### src/rtl/serial_pkg.sv
// Shared definitions for the serializer/deserializer pair.
// Optional macro SERIALIZER_PARITY_EN adds the PARITY state to the enum.
package serial_pkg;

  localparam int BYTE_W = 8;
  localparam int CNT_W  = 3;

  typedef enum logic [1:0] {
    IDLE   = 2'd0,
    SEND   = 2'd1,
    DONE   = 2'd2
`ifdef SERIALIZER_PARITY_EN
    ,
    PARITY = 2'd3
`endif
  } state_t;

endpackage

### src/rtl/serializer.sv
// Byte-to-bit serializer, MSB first, with a per-bit ready handshake.
// Optional macro SERIALIZER_PARITY_EN appends an even-parity bit after bit 7.
module serializer
  import serial_pkg::*;
(
  input  logic              clock,
  input  logic              reset,
  input  logic [BYTE_W-1:0] data_in,
  input  logic              data_valid,
  output logic              data_ack,
  output logic              serial_out,
  output logic              serial_valid,
  input  logic              serial_ready,
  output logic              busy_out,
  output logic              frame_done
);

  state_t            state;
  state_t            state_nxt;
  logic [BYTE_W-1:0] shift_reg;
  logic [CNT_W-1:0]  count;
  logic              accept;
  logic              last_bit;

  assign accept   = (state == IDLE) && data_valid;
  assign last_bit = (count == CNT_W'(BYTE_W - 1));

`ifdef SERIALIZER_PARITY_EN
  logic parity_bit;

  // Capture even parity of the byte at accept time; the shift register is
  // empty by the time the parity bit is presented.
  always_ff @(posedge clock or posedge reset) begin
    if (reset) begin
      parity_bit <= 1'b0;
    end else if (accept) begin
      parity_bit <= ^data_in;
    end
  end
`endif

  // State register.
  always_ff @(posedge clock or posedge reset) begin
    if (reset) begin
      state <= IDLE;
    end else begin
      state <= state_nxt;
    end
  end

  // Shift register, bit counter and the registered accept pulse.
  always_ff @(posedge clock or posedge reset) begin
    if (reset) begin
      shift_reg <= '0;
      count     <= '0;
      data_ack  <= 1'b0;
    end else begin
      data_ack <= accept;
      if (accept) begin
        shift_reg <= data_in;
        count     <= '0;
      end else if ((state == SEND) && serial_ready) begin
        shift_reg <= {shift_reg[BYTE_W-2:0], 1'b0};
        count     <= count + CNT_W'(1);
      end
    end
  end

  // Next-state logic and state-decoded outputs; serial_out stays 0 when not valid.
  always_comb begin
    state_nxt    = state;
    serial_out   = 1'b0;
    serial_valid = 1'b0;
    busy_out     = 1'b0;
    frame_done   = 1'b0;
    unique case (state)
      IDLE: begin
        if (data_valid) state_nxt = SEND;
      end
      SEND: begin
        serial_valid = 1'b1;
        busy_out     = 1'b1;
        serial_out   = shift_reg[BYTE_W-1];
        if (serial_ready && last_bit) begin
`ifdef SERIALIZER_PARITY_EN
          state_nxt = PARITY;
`else
          state_nxt = DONE;
`endif
        end
      end
`ifdef SERIALIZER_PARITY_EN
      PARITY: begin
        serial_valid = 1'b1;
        busy_out     = 1'b1;
        serial_out   = parity_bit;
        if (serial_ready) state_nxt = DONE;
      end
`endif
      DONE: begin
        busy_out   = 1'b1;
        frame_done = 1'b1;
        state_nxt  = IDLE;
      end
      default: begin
        state_nxt = IDLE;
      end
    endcase
  end

endmodule

### config.mk
export PLATFORM = sky130hd
export DESIGN_NAME = serializer
export DESIGN_NICKNAME = d
export VERILOG_FILES = /design/src/rtl/serial_pkg.sv /design/src/rtl/serializer.sv
export SDC_FILE = /design/constraint.sdc
export NUM_CORES = 1
export LEC_CHECK = 0
export ABC_AREA = 1
export CAP_MARGIN = 20
export CORE_MARGIN = 3
export CORE_UTILIZATION = 40
export DETAILED_ROUTE_END_ITERATION = 8
export GPL_TIMING_DRIVEN = 0
export HOLD_SLACK_MARGIN = 0.06
export PLACE_DENSITY = 0.69
export SETUP_SLACK_MARGIN = 0.2
export SKIP_CTS_REPAIR_TIMING = 1
export SLEW_MARGIN = 20
export SYNTH_ARGS = -nofsm -noshare
export SYNTH_HDL_FRONTEND = slang
export SYNTH_SLANG_ARGS = --single-unit
### constraint.sdc
create_clock -name clock -period 1.2 [get_ports clock]
set_input_delay 0.12 -clock clock [delete_from_list [all_inputs] [get_ports clock]]
set_output_delay 0.12 -clock clock [all_outputs]
set_load 0.1 [all_outputs]
==> flow_summary.json <==
{
  "status": "complete, but fails checks",
  "violations": "negative setup slack",
  "grtUsageTotal": 0.1138,
  "drv_slew": 0,
  "crit_family": "flip-flops",
  "drc": 0,
  "design.die.area_um2": 2365,
  "yosysUniqueCellTypes": 11,
  "r2r_cells": 8,
  "area_delta_synth_final_pct": 50.09,
  "cp-end-kind": "primary output",
  "setup_viol": 15,
  "fin_crit_sh": 1.145,
  "rr_startpoint": "state[1]$_DFFE_PP0P_",
  "p_leak_nw": 0.5241,
  "clk_pin_slew_ps": 80,
  "r2r-end": "count[0]$_DFFE_PP0P_",
  "first_pass_iters": 4,
  "antenna_found_initial": 0,
  "sw_frac_of_total": 0.4951,
  "power.internal_w": 0.001560,
  "reg2reg_slack_ps": -100,
  "maxCapViolCount": 0,
  "dieHeight_um": 48.63,
  "io_buffer_count": 16,
  "slowest_stage": "dfrtp_1",
  "synth_area_um2": 726.9,
  "synth_cells": 85,
  "comb_power_share": 0.648,
  "nets": 128,
  "hold_viol_final": 0,
  "max_slew_margin": 0.6356,
  "clk_path_buf_depth": 2,
  "initial_core_util": 0.4511,
  "grt_max_degree": 15,
  "ios": 17,
  "tightest_slew_ps": 546.0,
  "timing_worst_setup_path_type": "reg -> out",
  "post_drt_wl_per_cell_um": 11.24,
  "htreeDepth": 1,
  "vdd_drop_max_mv": 1.404,
  "crit_arrival_ps": 1250,
  "grt-ovfl-total": 0,
  "drtIter0Drc": 12,
  "power_frac_clock": 0.088,
  "drive_gt1_frac": 0.2936,
  "grt_pass1_wl_mm": 2.166,
  "ys_seq_area_frac": 0.4819,
  "vias": 616,
  "ant_nets": 0,
  "worstPathMaxFanout": 3,
  "clk_latency_ps": 270,
  "p_per_area_nw_per_um2": 2832,
  "die-width_um": 48.63,
  "largest_register_ff_count": 8,
  "setup.worst_path.start_class": "flip-flop",
  "grt_pass1_vias": 494,
  "antenna_cells": 0,
  "min_path_type": "in -> async",
  "p_seq_frac": 0.264,
  "synth_seq_cells": 14,
  "avgSynthCellArea_um2": 8.552,
  "cp_num_buf_inv": 3,
  "yosysWarnings": 0,
  "p_sw_w": 0.001530,
  "critical_path_required_ps": 1080,
  "slowest_delay_ps": 420,
  "place.gp.congestion": 0.7432,
  "cts_buffers": 3,
  "finalPower_w": 0.003090,
  "via_per_inst": 4.632,
  "syn_nets": 103,
  "clock-sinks": 14,
  "rsz0062_at_grt": "true",
  "path_cells": "inv_2 > ha_4 > nand2_4 > clkinvlp_4 > buf_12",
  "post-route-util": 0.6770,
  "fmax_mhz": 727.5,
  "fin_ws_ps": -174.6,
  "layout_min_cycle_time_ps": 1375,
  "fin_skew_ps": 1.592,
  "drt_wl_total_mm": 1.495,
  "cts_tree": "built",
  "clockRootBuffer": "clkbuf_4",
  "rows": 14,
  "core_um2": 1612,
  "hpwl_mm": 1.002
}
==> area by class of cell <==
type | count | area, um2
inverters | 9 | 50.05
fillers | 140 | 520.5
well taps | 24 | 30.03
plain buffers | 1 | 11.26
repair buffers | 20 | 219.0
flip-flops and latches | 14 | 351.6
multi-input cells | 61 | 402.9
clock buffers | 4 | 26.28
==> cell families (layout without fill, tap and decap cells) <==
| logic type | Yosys count | count (layout) | synth area share |
|---|---|---|---|
| AND/OR/NAND/NOR | 55 | 55 | 0.3511 |
| buffers and inverters | 10 | 34 | 0.06368 |
| adder cells (fa/ha/maj) | 6 | 6 | 0.1033 |
| flip-flops | 14 | 14 | 0.4819 |
==> worst max-delay path by stage <==
stage / to / from / slack, ps / cells past startpoint
3_5_place_dp: busy_out / state[0]$_DFFE_PP0P_ / -860 / 3
6_report: serial_out / state[1]$_DFFE_PP0P_ / -170 / 5
4_1_cts: busy_out / state[0]$_DFFE_PP0P_ / -1180 / 3
2_1_floorplan: serial_out / state[1]$_DFFE_PP0P_ / -200 / 4
3_3_place_gp: busy_out / state[0]$_DFFE_PP0P_ / -840 / 3
5_1_grt: serial_out / state[1]$_DFFE_PP0P_ / -250 / 5
==> power groups by stage <==
stage,clock network (W),logic [W],registers [W]
finish,0.000273,0.00200,0.000816
global route,0.000303,0.00214,0.000846
CTS,0.000283,0.00152,0.000804
detailed placement,0,0.00151,0.000812
global placement,0,0.00149,0.000802
floorplan,0,0.00123,0.000863
==> synth_stat cells <==
cell | n | area [um2]
buf_6 | 1 | 11.26
clkinv_2 | 1 | 5.000
dfrtp_1 | 14 | 350.3
ha_1 | 6 | 75.07
inv_1 | 6 | 22.52
inv_2 | 2 | 7.510
nand2_1 | 28 | 105.1
nand2_2 | 2 | 12.51
nand2_4 | 1 | 11.26
nand3_1 | 23 | 115.1
nor2_4 | 1 | 11.26
==> per-stage QoR <==
stage / hold slack [ps] / worst slack (ps) / cell area, um2 / setup TNS [ps] / std cells
floorplan: 9.152 / -198.2 / 752.0 / -1231 / 85
global placement: 461.8 / -837.1 / 942.2 / -4296 / 125
detailed placement: 472.8 / -863.7 / 942.2 / -4701 / 125
CTS: 199.1 / -1178 / 968.4 / -6540 / 129
global route: 226.3 / -247.2 / 1091 / -2478 / 133
finish: 187.1 / -174.6 / 1091 / -1264 / 133
==> cells in the final DEF, fill, tap and decap left out, drive strengths merged <==
master,Yosys,layout
nand2,31,31
buf,1,10
nor2,1,1
clkinvlp,0,1
inv,8,8
dfrtp,14,14
clkdlybuf4s50,0,11
clkbuf,0,4
ha,6,6
nand3,23,23
==> layer usage <==
metal  GRT usage  share of wire
met3     0.02761          0.035
met4     0.02844         0.0080
met1      0.1489           0.46
met2      0.1878           0.49
met5           0              0
(Power assumes the default switching activity.)
